==> config.mk <==
export PLATFORM = sky130hd
export DESIGN_NAME = apb_master
export DESIGN_NICKNAME = d
export VERILOG_FILES = /design/src/rtl/apb_master.sv
export SDC_FILE = /design/constraint.sdc
export NUM_CORES = 1
export LEC_CHECK = 0
export CAP_MARGIN = 20
export CORE_ASPECT_RATIO = 1.5
export CORE_MARGIN = 2
export CORE_UTILIZATION = 39
export DETAILED_ROUTE_END_ITERATION = 8
export PLACE_DENSITY = 0.76
export SYNTH_ARGS = -nofsm -noshare
export SYNTH_HDL_FRONTEND = slang
export SYNTH_SLANG_ARGS = --single-unit
==> constraint.sdc <==
create_clock -name i_clk -period 3.9 [get_ports i_clk]
set_input_delay 0.975 -clock i_clk [delete_from_list [all_inputs] [get_ports i_clk]]
set_output_delay 0.975 -clock i_clk [all_outputs]
set_load 0.01 [all_outputs]
==> src/rtl/apb_master.sv <==
// rtl/apb_master.sv - APB requester: single-beat local command to APB transfer with PREADY watchdog
module apb_master #(
    parameter int TIMEOUT_CYCLES = 16
) (
    input  logic        i_clk,
    input  logic        i_reset,
    input  logic        i_cmd_valid,
    output logic        o_cmd_ready,
    input  logic        i_cmd_write,
    input  logic [31:0] i_cmd_addr,
    input  logic [31:0] i_cmd_wdata,
    output logic        o_rsp_valid,
    output logic [31:0] o_rsp_rdata,
    output logic        o_rsp_err,
    output logic        o_rsp_timeout,
    output logic [31:0] PADDR,
    output logic        PWRITE,
    output logic [31:0] PWDATA,
    output logic        PSELx,
    output logic        PENABLE,
    input  logic [31:0] PRDATA,
    input  logic        PREADY,
    input  logic        PSLVERR
);

    typedef enum logic [1:0] {
        ST_IDLE   = 2'd0,
        ST_SETUP  = 2'd1,
        ST_ACCESS = 2'd2
    } state_t;

    // A zero limit turns the watchdog off; otherwise abort once the counter
    // has seen TIMEOUT_CYCLES-1 low-PREADY edges plus the current one.
    localparam logic        TO_EN   = (TIMEOUT_CYCLES != 0);
    localparam logic [15:0] TO_LAST = TO_EN ? 16'(TIMEOUT_CYCLES - 1) : 16'd0;

    state_t      state_q;
    state_t      state_d;
    logic [15:0] cnt_q;
    logic [15:0] cnt_d;
    logic [31:0] paddr_d;
    logic        pwrite_d;
    logic [31:0] pwdata_d;
    logic        psel_d;
    logic        penable_d;
    logic        ready_d;
    logic        rsp_valid_d;
    logic [31:0] rdata_d;
    logic        err_d;
    logic        to_d;

    // State, watchdog counter and every output are registered here
    always_ff @(posedge i_clk or posedge i_reset) begin
        if (i_reset) begin
            state_q       <= ST_IDLE;
            cnt_q         <= 16'd0;
            PADDR         <= 32'd0;
            PWRITE        <= 1'b0;
            PWDATA        <= 32'd0;
            PSELx         <= 1'b0;
            PENABLE       <= 1'b0;
            o_cmd_ready   <= 1'b1;
            o_rsp_valid   <= 1'b0;
            o_rsp_rdata   <= 32'd0;
            o_rsp_err     <= 1'b0;
            o_rsp_timeout <= 1'b0;
        end else begin
            state_q       <= state_d;
            cnt_q         <= cnt_d;
            PADDR         <= paddr_d;
            PWRITE        <= pwrite_d;
            PWDATA        <= pwdata_d;
            PSELx         <= psel_d;
            PENABLE       <= penable_d;
            o_cmd_ready   <= ready_d;
            o_rsp_valid   <= rsp_valid_d;
            o_rsp_rdata   <= rdata_d;
            o_rsp_err     <= err_d;
            o_rsp_timeout <= to_d;
        end
    end

    // Next state and next output values; outputs reflect the state being entered
    always_comb begin
        state_d     = state_q;
        cnt_d       = cnt_q;
        paddr_d     = PADDR;
        pwrite_d    = PWRITE;
        pwdata_d    = PWDATA;
        psel_d      = PSELx;
        penable_d   = PENABLE;
        ready_d     = o_cmd_ready;
        rsp_valid_d = 1'b0;
        rdata_d     = o_rsp_rdata;
        err_d       = o_rsp_err;
        to_d        = o_rsp_timeout;
        case (state_q)
            ST_IDLE: begin
                psel_d    = 1'b0;
                penable_d = 1'b0;
                ready_d   = 1'b1;
                if (i_cmd_valid && o_cmd_ready) begin
                    state_d  = ST_SETUP;
                    paddr_d  = i_cmd_addr;
                    pwrite_d = i_cmd_write;
                    pwdata_d = i_cmd_write ? i_cmd_wdata : 32'd0;
                    psel_d   = 1'b1;
                    ready_d  = 1'b0;
                end
            end
            ST_SETUP: begin
                state_d   = ST_ACCESS;
                cnt_d     = 16'd0;
                psel_d    = 1'b1;
                penable_d = 1'b1;
                ready_d   = 1'b0;
            end
            ST_ACCESS: begin
                // PREADY is checked first so a completion on the limit edge is not lost
                if (PREADY) begin
                    state_d     = ST_IDLE;
                    psel_d      = 1'b0;
                    penable_d   = 1'b0;
                    ready_d     = 1'b1;
                    rsp_valid_d = 1'b1;
                    rdata_d     = PWRITE ? 32'd0 : PRDATA;
                    err_d       = PSLVERR;
                    to_d        = 1'b0;
                end else if (TO_EN && (cnt_q == TO_LAST)) begin
                    state_d     = ST_IDLE;
                    psel_d      = 1'b0;
                    penable_d   = 1'b0;
                    ready_d     = 1'b1;
                    rsp_valid_d = 1'b1;
                    rdata_d     = 32'd0;
                    err_d       = 1'b1;
                    to_d        = 1'b1;
                end else begin
                    cnt_d = cnt_q + 16'd1;
                end
            end
            default: begin
                state_d   = ST_IDLE;
                psel_d    = 1'b0;
                penable_d = 1'b0;
                ready_d   = 1'b1;
            end
        endcase
    end

endmodule

After elaboration in Yosys (flattened, before gate mapping)
Index checks and enable logic that the tools add are counted.
{"block": "word_totals", "ff_bits": 121, "word_cells": 53}
{"block": "classes", "add_sub_neg": 1, "eq_ne": 7, "n_mux": 25, "n_reduce_logical": 8}
{"op": "two-way mux 32 bit", "count": 4}
{"op": "two-way mux 16 bit", "count": 2}
{"op": "one-hot mux 16 bit (2 select lines)", "count": 1}
{"op": "adder 16 x 1 -> 16 bit (second input constant)", "count": 1}
{"op": "equality test 16 x 4 -> 1 bit (second input constant)", "count": 1}
{"op": "two-way mux 1 bit", "count": 11}
{"op": "two-way mux 2 bit", "count": 3}
{"op": "!= test 2 bit (second input constant)", "count": 3}
{"op": "one-hot mux 1 bit (3 select lines)", "count": 2}
{"op": "one-hot mux 2 bit (3 select lines)", "count": 1}
{"op": "AND reduction 2 bit", "count": 3}
{"op": "nonzero test 2 bit", "count": 2}
{"op": "!= test 3 bit (second input constant)", "count": 1}
{"op": "AND reduction 3 bit", "count": 1}
{"op": "equality test 2 x 1 -> 1 bit (second input constant)", "count": 1}
{"op": "equality test 2 bit (second input constant)", "count": 1}
{"op": "zero test 2 bit", "count": 1}
{"op": "one-hot mux 1 bit (2 select lines)", "count": 1}
{"op": "logical AND 1 bit", "count": 1}

Longest topological paths before layout
Gate-level depths: netlist of the first run.
{"block": "depth", "ltp_word": 4, "mapped_depth": 8}

Worst setup path after synthesis of the first run
No wires, ideal clock.
{"block": "synth_path", "path_kind": "in2reg", "from": "in PREADY", "to": "reg cnt_q[13]", "setup_time_ns": 0.079, "arrival_ns": 2.512, "required_time_ns": 3.821, "path_slack_ns": 1.309, "stages": 7, "n_path_buf": 3, "path_cell_list": "buf_6 or3b_1 buf_6 or3_4 buf_6 nor4_4 mux2i_1"}
{"block": "synth_between", "elab_chain_cells": 2}
{"element": "start, declared", "line_no": "22", "rtl": "input logic PREADY,"}
{"element": "!= test 2 bit (no source line)"}
{"element": "AND reduction 3 bit (no source line)"}
{"element": "end signal, assigned", "line_no": "69", "rtl": "cnt_q <= cnt_d;"}
{"element": "end, declared", "line_no": "39", "rtl": "logic [15:0] cnt_q;"}
Every way passes these cells.
A chain may end at the register's enable or synchronous reset.

Worst setup path in the final report of the first run
Ends and elaborated chain as after synthesis.

==> flow_summary.toml, run 1 <==
[run_status]
run_status = "complete, no violations"

[synth]
synth_seq_cells = 121
synth_top_area_share_pct = 57.7
synth_warnings = 0
syn_area_um2 = 5200
synthTopCellsByArea = "dfrtp_1 58%, nand2_1 15%, mux2i_1 7.3%, nand3_1 4.2%, inv_1 2.9%"
synth_most_common_cell = "nand2_1"
yosysUniqueCellTypes = 43
synthTopCellsByCount = "213 x nand2_1, 120 x dfrtp_1, 44 x nand3_1"
syn_inst = 553
syn_area_per_cell_um2 = 9.41
synth_top_flop_cell = "dfrtp_1"
async_flop_share_pct = 100
synth-edff-count = 0
yosys.area.top_type = "dfrtp_1"
seq_area_frac_synth_pct = 58.2
synthesis.nets = 656

[place]
gp_congestion = 0.912
placed_cells_incl_taps = 889
place_area_um2 = 7360
port-buffer-count = 204
hpwl_mm = 10.3

[job]
maxCapViolCount = 0

[sta]
grt_setup_unrepaired = "no"
holdWs_ns = 0.466
setup-tns-final_ns = 0
period_needed_ns = 2.70
setup_viol = 0
clock_skew_ns = 0.00690
layout_worst_path_cycle_share_pct = 69.3
fmax_mhz = 370
maxSlewViolCount = 0
finalHoldViolCount = 0
relSlewSlack_pct = 52.1
worstMarginPinSlew_ns = 0.718

[hold_path]
hold_path_class = "flip-flop to flip-flop"

[setup_path]
crit_end = "cnt_q[13]"
cp.required_ns = 4.22
cp.arrival_ns = 3.03
r2r-start = "cnt_q[0]"
rrSetupSlack_ns = 1.57
path_max_fanout = 10
r2r_cells = 6
endpoint_kind = "flip-flop"
r2r_end = "o_rsp_rdata[21]"
worstSetupStartpoint = "PREADY"
crit_type = "input port to flip-flop"
worst_setup_path_start_kind = "input port"

[detailed_routing]
wl_per_cell_um = 15.4
ant_nets = 0
drt-pass1-iter-count = 4
drc = 0
drt_iter0_markers = 173
wirelength_mm = 14.2
vias = 4542
drt-vias-per-instance = 4.93

[cts]
ctsLongestPathBuffers = 2
clock-sinks = 121
cts_resized = 0
cts_tree = "done"
cts_root_buf = "clkbuf_16"
hold_buffers = 0
h-tree-depth = 4
clk_latency_ns = 0.40
cts_buffers = 17
clkTransAtPathRegs_ns = 0.05
post_cts_buffers = 0

[layout]
area_growth_syn_to_layout_pct = 53.4
n_antenna_cell = 0
layoutNonFillerInstCount = 921
drive_above_1_share_pct = 6.43
fin_nets = 852
final_cell_area_um2 = 7980
nFillCells = 1124

[die]
io_pins = 205
fp.coreArea_um2 = 13000
dieWidth_um = 98.3
start_util_pct = 40.0
dieArea_um2 = 14300
die_height_um = 145
num_rows = 51

[power]
power_density_nw_per_um2 = 729
p_switching_uw = 1930
clkPwrFrac_pct = 27.8
cell_internal_pwr_uw = 3890
vdd_ir_drop_max_mv = 0.318
total_power_uw = 5820
p_seq_share_pct = 34.8
power_leakage_uw = 0.00364
swShare_pct = 33.1
comb_power_share_pct = 37.4

[global_routing]
grt_pass1_wl_mm = 23.9
grt_max_degree = 122
grt_overflow = 0
grt_pass1_vias = 4830
grt.total_usage_pct = 20.6
antenna_found_initial = 0
[power by group through the flow]
stage,combinational (µW),clock (µW),sequential (µW)
floorplan,796,0,2190
global placement,2150,0,2010
detailed placement,2210,0,2040
CTS,2220,1650,2030
global route,2390,1720,2090
finish,2180,1620,2020
[logic make-up after synthesis]
group,after synthesis,share of synthesized area (%)
XOR/XNOR,1,0.168
adder cells (fa/ha/maj),1,0.241
AND/OR/NAND/NOR,291,24.2
flip-flops,121,58.2
multiplexers,38,7.31
AO/OA/AOI/OAI,27,3.85
buffers and inverters,74,6.01
[cell usage in the layout (no fill, tap or decap), types with 4 or more instances in the layout]
cell             netlist  final
nor2_1                 5      5
mux2i_1               38     38
inv_1                 40     38
nand3_1               44     43
a21oi_1                4      4
clkbuf_16              0     17
dfrtp_1              120    120
clkdlybuf4s50_1        0    204
buf_4                  3      6
nor4_1                 7      7
nand2_1              213    213
o21ai_0                5      5
nand4_1                6      6
[worst min-delay path by stage]
stage / start / endpoint / slack (ns) / cells after the start
finish: PWDATA[7] / PWDATA[7] / 0.47 / 2
global route: PWDATA[7] / PWDATA[7] / 0.49 / 2
CTS: PWDATA[7] / PWDATA[7] / 0.47 / 2
detailed placement: PWDATA[7] / PWDATA[7] / 0.46 / 2
global placement: PWDATA[30] / PWDATA[30] / 0.45 / 2
floorplan: cnt_q[13] / cnt_q[13] / 0.47 / 1
[cell type report]
class | instances | area, µm² | share of cell area [%]
sequential | 121 | 3030 | 38.0
timing repair buffer | 211 | 2110 | 26.4
multi-input combinational | 358 | 1870 | 23.4
clock buffer | 19 | 453 | 5.68
tap | 159 | 199 | 2.49
clock inverter | 13 | 168 | 2.10
inverter | 40 | 154 | 1.93
[state kept, by name, indices dropped and copies added, names as in the netlist]
signal	cells
cnt_q	16
o_rsp_rdata	32
PWRITE	1
PSELx	1
PADDR	32
o_rsp_valid	1
PENABLE	1
state_q	2
o_rsp_err	1
o_cmd_ready	1
PWDATA	32
o_rsp_timeout	1
[worst max-delay path: stages]
cell,delay [ns]
clkdlybuf4s50_1,0.56
or3b_1,0.53
or3_4,0.48
nor4_4,0.27
mux2i_1,0.21
[stage by stage]
stage | utilization [%] | setup WS, ns
final | 61.3 | 1.20
after global routing | 61.3 | 1.11
after CTS | 61.3 | 1.22
after detailed placement | 56.5 | 0.801
after global placement | 56.5 | 0.821
after floorplan | - | 1.31
[metal layers]
metal,part of all wire [%],wire length [µm],track usage (%)
met1,39,5570,24.2
met5,0,0,0
met3,7.2,1020,6.63
met4,2.5,350,7.88
met2,51,7270,35.1
No activity file was read; power rests on OpenSTA's default activity.
==> run 2: changes to the inputs <==
==> constraint.sdc (replaced) <==
create_clock -name i_clk -period 2.3 [get_ports i_clk]
set_input_delay 0.575 -clock i_clk [delete_from_list [all_inputs] [get_ports i_clk]]
set_output_delay 0.575 -clock i_clk [all_outputs]
set_load 0.01 [all_outputs]
==> flow_summary.toml, run 2 (synthesized netlist as in run 1, its figures left out) <==
[layout]
n_antenna_cell = 0
fin_nets = 864
seq_area_um2 = 3030
nFillCells = 1083
utilization_pct = 62.3
final_cell_mix = "213 x nand2_1, 204 x clkdlybuf4s50_1, 120 x dfrtp_1"
area_growth_syn_to_layout_pct = 55.8
final_common_cell = "nand2_1"
drive_above_1_share_pct = 7.62
final_cell_area_um2 = 8100
top_regs = "PADDR x32, PWDATA x32, o_rsp_rdata x32"
multi_input_area_um2 = 1870

[global_routing]
grt_overflow = 0
antenna_found_initial = 0
grt_max_degree = 62
grt_pass1_vias = 4881
grt.total_usage_pct = 20.5
grt_pass1_wl_mm = 24.0

[die]
dieWidth_um = 98.3
num_rows = 51
die_height_um = 145
fp.coreArea_um2 = 13000
dieArea_um2 = 14300
io_pins = 205
start_util_pct = 40.0

[place]
place_area_um2 = 7500
hpwl_mm = 10.6
port-buffer-count = 204
gp_congestion = 0.866

[power]
total_power_uw = 9960
vdd_ir_drop_max_mv = 0.651
power_leakage_uw = 0.00371
power_density_nw_per_um2 = 1230

[detailed_routing]
drt-vias-per-instance = 5.03
wirelength_mm = 14.6
drt-pass1-iter-count = 4
wl_per_cell_um = 15.6
ant_nets = 0
drt_iter0_markers = 181
drc = 0
vias = 4692

[setup_path]
crit_family = "compound AO/OA/AOI/OAI gates"
cp.required_ns = 2.58
worst_setup_path_start_kind = "flip-flop"
crit_buf_inv = 0
path_cells = "ha_1 -> nand3_1 -> o41ai_1 -> a311oi_1 -> a311o_1"
cp.arrival_ns = 2.42
cpMaxStageDelayCell = "o41ai_1"
cpPeakStageDelay_ns = 0.54
endpoint_kind = "flip-flop"
path_max_fanout = 7
crit_type = "flip-flop to flip-flop"

[cts]
clk_latency_ns = 0.40
cts_tree = "done"
cts_buffers = 17
clkTransAtPathRegs_ns = 0.06
h-tree-depth = 4
cts_resized = 0
hold_buffers = 0
cts_root_buf = "clkbuf_16"
post_cts_buffers = 0
clock-sinks = 121
ctsLongestPathBuffers = 2

[sta]
worstMarginPinSlew_ns = 0.458
fmax_mhz = 468
setup-tns-final_ns = 0
layout_worst_path_cycle_share_pct = 93.0
setup_viol = 0
relSlewSlack_pct = 69.2
maxSlewViolCount = 0
clock_skew_ns = 0.00906
grt_setup_unrepaired = "no"
finalHoldViolCount = 0
period_needed_ns = 2.14

[hold_path]
hold_path_class = "flip-flop to flip-flop"

[run_status]
run_status = "complete, no violations"

[job]
maxCapViolCount = 0
-- run 2: layout make-up --
class                   count  area share [%]
multi-input cells         358            23.1
well taps                 159            2.45
clock buffers              21            5.68
clock inverters            11            1.81
repair buffers            223            27.7
inverters                  40            1.90
flip-flops and latches    121            37.4
-- run 2: power by group --
part           internal, µW  switching, µW  total, µW
clock network          1760            945       2710
logic                  2000           1840       3840
registers              2930            487       3410
total                  6690           3270       9960
-- run 2: worst paths after layout --
kind	startpoint	endpoint	slack, ns	cells past startpoint
worst min register to register	PWDATA[3]	PWDATA[3]	0.47	2
max in group asynchronous	i_reset	o_cmd_ready	1.20	3
worst max register to register	cnt_q[0]	cnt_q[12]	0.16	5
worst max-delay path	cnt_q[0]	cnt_q[12]	0.16	5
worst min-delay path	PWDATA[3]	PWDATA[3]	0.47	2
min in group asynchronous	i_reset	o_rsp_rdata[10]	0.50	2
-- run 2: per-layer routing --
metal	GRT usage, %	up-vias	share of wire, %
li1	-	2209	-
met1	23.4	2226	39
met2	35.8	222	51
met3	5.62	35	6.8
met4	8.49	0	3.2
met5	0	-	0
-- run 2: worst reg2reg max path, cell delays in order, from the launching register on --
cell	delay [ns]
dfrtp_1	0.45
ha_1	0.26
nand3_1	0.26
o41ai_1	0.54
a311oi_1	0.17
a311o_1	0.34
-- run 2: through the flow --
stage               instances  setup slack (ns)  hold slack (ns)
floorplan                 553             0.109            0.472
global placement          901           -0.0436            0.449
detailed placement        901           -0.0887            0.459
CTS                       933             0.176            0.471
global route              933            0.0484            0.478
finish                    933             0.162            0.467
==> run 3: changes to the inputs <==
--- a/config.mk
+++ b/config.mk
@@ -10,6 +10,7 @@
 export CORE_MARGIN = 2
 export CORE_UTILIZATION = 39
 export DETAILED_ROUTE_END_ITERATION = 8
+export GPL_TIMING_DRIVEN = 0
 export PLACE_DENSITY = 0.76
 export SYNTH_ARGS = -nofsm -noshare
 export SYNTH_HDL_FRONTEND = slang
==> constraint.sdc (replaced) <==
create_clock -name i_clk -period 2.3 [get_ports i_clk]
set_input_delay 0.46 -clock i_clk [delete_from_list [all_inputs] [get_ports i_clk]]
set_output_delay 0.46 -clock i_clk [all_outputs]
set_load 0.01 [all_outputs]
==> flow_summary.toml, run 3 (synthesized netlist as in run 1, its figures left out) <==
[sta]
period_needed_ns = 2.16
holdWs_ns = 0.264
setup_viol = 0
relSlewSlack_pct = 58.0
fmax_mhz = 462
grt_setup_unrepaired = "no"
maxSlewViolCount = 0
layout_worst_path_cycle_share_pct = 94.1
setup-tns-final_ns = 0
worstMarginPinSlew_ns = 0.630
finalHoldViolCount = 0
clock_skew_ns = 0.00765

[place]
gp_congestion = 0.901
port-buffer-count = 202
hpwl_mm = 11.3
place_area_um2 = 7490

[setup_path]
cp.arrival_ns = 2.46
crit_family = "simple AND/OR/NAND/NOR gates"
worst_setup_path_start_kind = "flip-flop"
path_max_fanout = 7
cp.required_ns = 2.60
cpMaxStageDelayCell = "dfrtp_1"
crit_type = "flip-flop to flip-flop"
path_cells = "nor2b_1 -> and2b_1 -> clkbuf_1 -> nand2_1 -> a311o_1"
endpoint_kind = "flip-flop"
cpPeakStageDelay_ns = 0.44
crit_buf_inv = 1

[power]
vdd_ir_drop_max_mv = 0.657
power_density_nw_per_um2 = 1230
power_leakage_uw = 0.00368
total_power_uw = 9980

[die]
die_height_um = 145
num_rows = 51
dieWidth_um = 98.3
dieArea_um2 = 14300
fp.coreArea_um2 = 13000
io_pins = 205
start_util_pct = 40.0

[detailed_routing]
drt-pass1-iter-count = 5
vias = 4696
drt_iter0_markers = 145
drt-vias-per-instance = 4.95
wl_per_cell_um = 15.7
drc = 0
ant_nets = 0
wirelength_mm = 14.9

[layout]
fin_nets = 879
drive_above_1_share_pct = 6.21
final_cell_mix = "213 x nand2_1, 202 x clkdlybuf4s50_1, 120 x dfrtp_1"
nFillCells = 1146
final_cell_area_um2 = 8110
n_antenna_cell = 0
top_regs = "PADDR x32, PWDATA x32, o_rsp_rdata x32"
area_growth_syn_to_layout_pct = 55.9
final_common_cell = "nand2_1"
utilization_pct = 62.3

[cts]
h-tree-depth = 4
clock-sinks = 121
ctsLongestPathBuffers = 2
cts_buffers = 17
clk_latency_ns = 0.41
cts_tree = "done"
clkTransAtPathRegs_ns = 0.06
hold_buffers = 0
cts_root_buf = "clkbuf_16"

[global_routing]
grt_max_degree = 42
grt_overflow = 0
grt_pass1_wl_mm = 24.4
grt.total_usage_pct = 21.2
antenna_found_initial = 0
grt_pass1_vias = 4956

[run_status]
run_status = "complete, no violations"

[hold_path]
hold_path_class = "input port to flip-flop"

[job]
maxCapViolCount = 0
run 3: cell count changes in the layout (fill, tap and decap cells not counted), moves of 2 or more:
| cell | before | now |
|---|---|---|
| buf_4 | 14 | 0 |
| buf_6 | 0 | 6 |
| buf_1 | 0 | 3 |
| clkbuf_1 | 2 | 23 |
| clkinvlp_4 | 3 | 6 |
| clkinv_2 | 3 | 1 |
| buf_12 | 5 | 3 |
| clkinv_4 | 3 | 0 |
| clkdlybuf4s50_1 | 204 | 202 |
| inv_6 | 0 | 4 |
run 3: area by class of cell:
cell class | count | area (µm²) | share of cell area [%]
tap | 159 | 199 | 2.45
buffer | 33 | 171 | 2.11
timing repair buffer | 205 | 2080 | 25.7
inverter | 40 | 154 | 1.90
clock inverter | 13 | 168 | 2.07
sequential | 121 | 3030 | 37.4
clock buffer | 19 | 443 | 5.46
multi-input combinational | 358 | 1860 | 23.0
run 3: layer usage:
layer	track usage [%]	part of all wire [%]	vias up
met3	6.48	7.6	22
met4	7.47	1.8	0
li1	-	-	2240
met2	37.0	53	177
met5	0	0	-
met1	24.4	38	2257
run 3: through the flow:
stage               setup slack [ns]  std cells
floorplan                      0.224        553
global placement              -0.757        914
detailed placement            -0.152        917
CTS                           0.0522        948
global route                  0.0397        948
finish                         0.135        948
run 3: timing repair:
item | 4_1_cts | 5_1_grt
gates resized for setup | 0 | 6
setup endpoints to repair | 24 | 39
buffers inserted | 0 | 0
run 3: worst paths after layout:
check | from | endpoint | cells after the start | slack [ns]
hold reg to reg | PWDATA[8] | PWDATA[8] | 2 | 0.46
hold / removal | PREADY | o_rsp_timeout | 2 | 0.26
setup / recovery | state_q[0] | cnt_q[12] | 5 | 0.14
setup reg to reg | state_q[0] | cnt_q[12] | 5 | 0.14
min in group asynchronous | i_reset | o_rsp_rdata[11] | 2 | 0.45
max in group asynchronous | i_reset | o_cmd_ready | 4 | 1.03
run 3: power by group:
group	internal [µW]	switching (µW)	leakage (µW)
clock network	1740	1010	0.000283
registers	2930	471	0.00157
logic	1960	1870	0.00182
total	6630	3350	0.00368
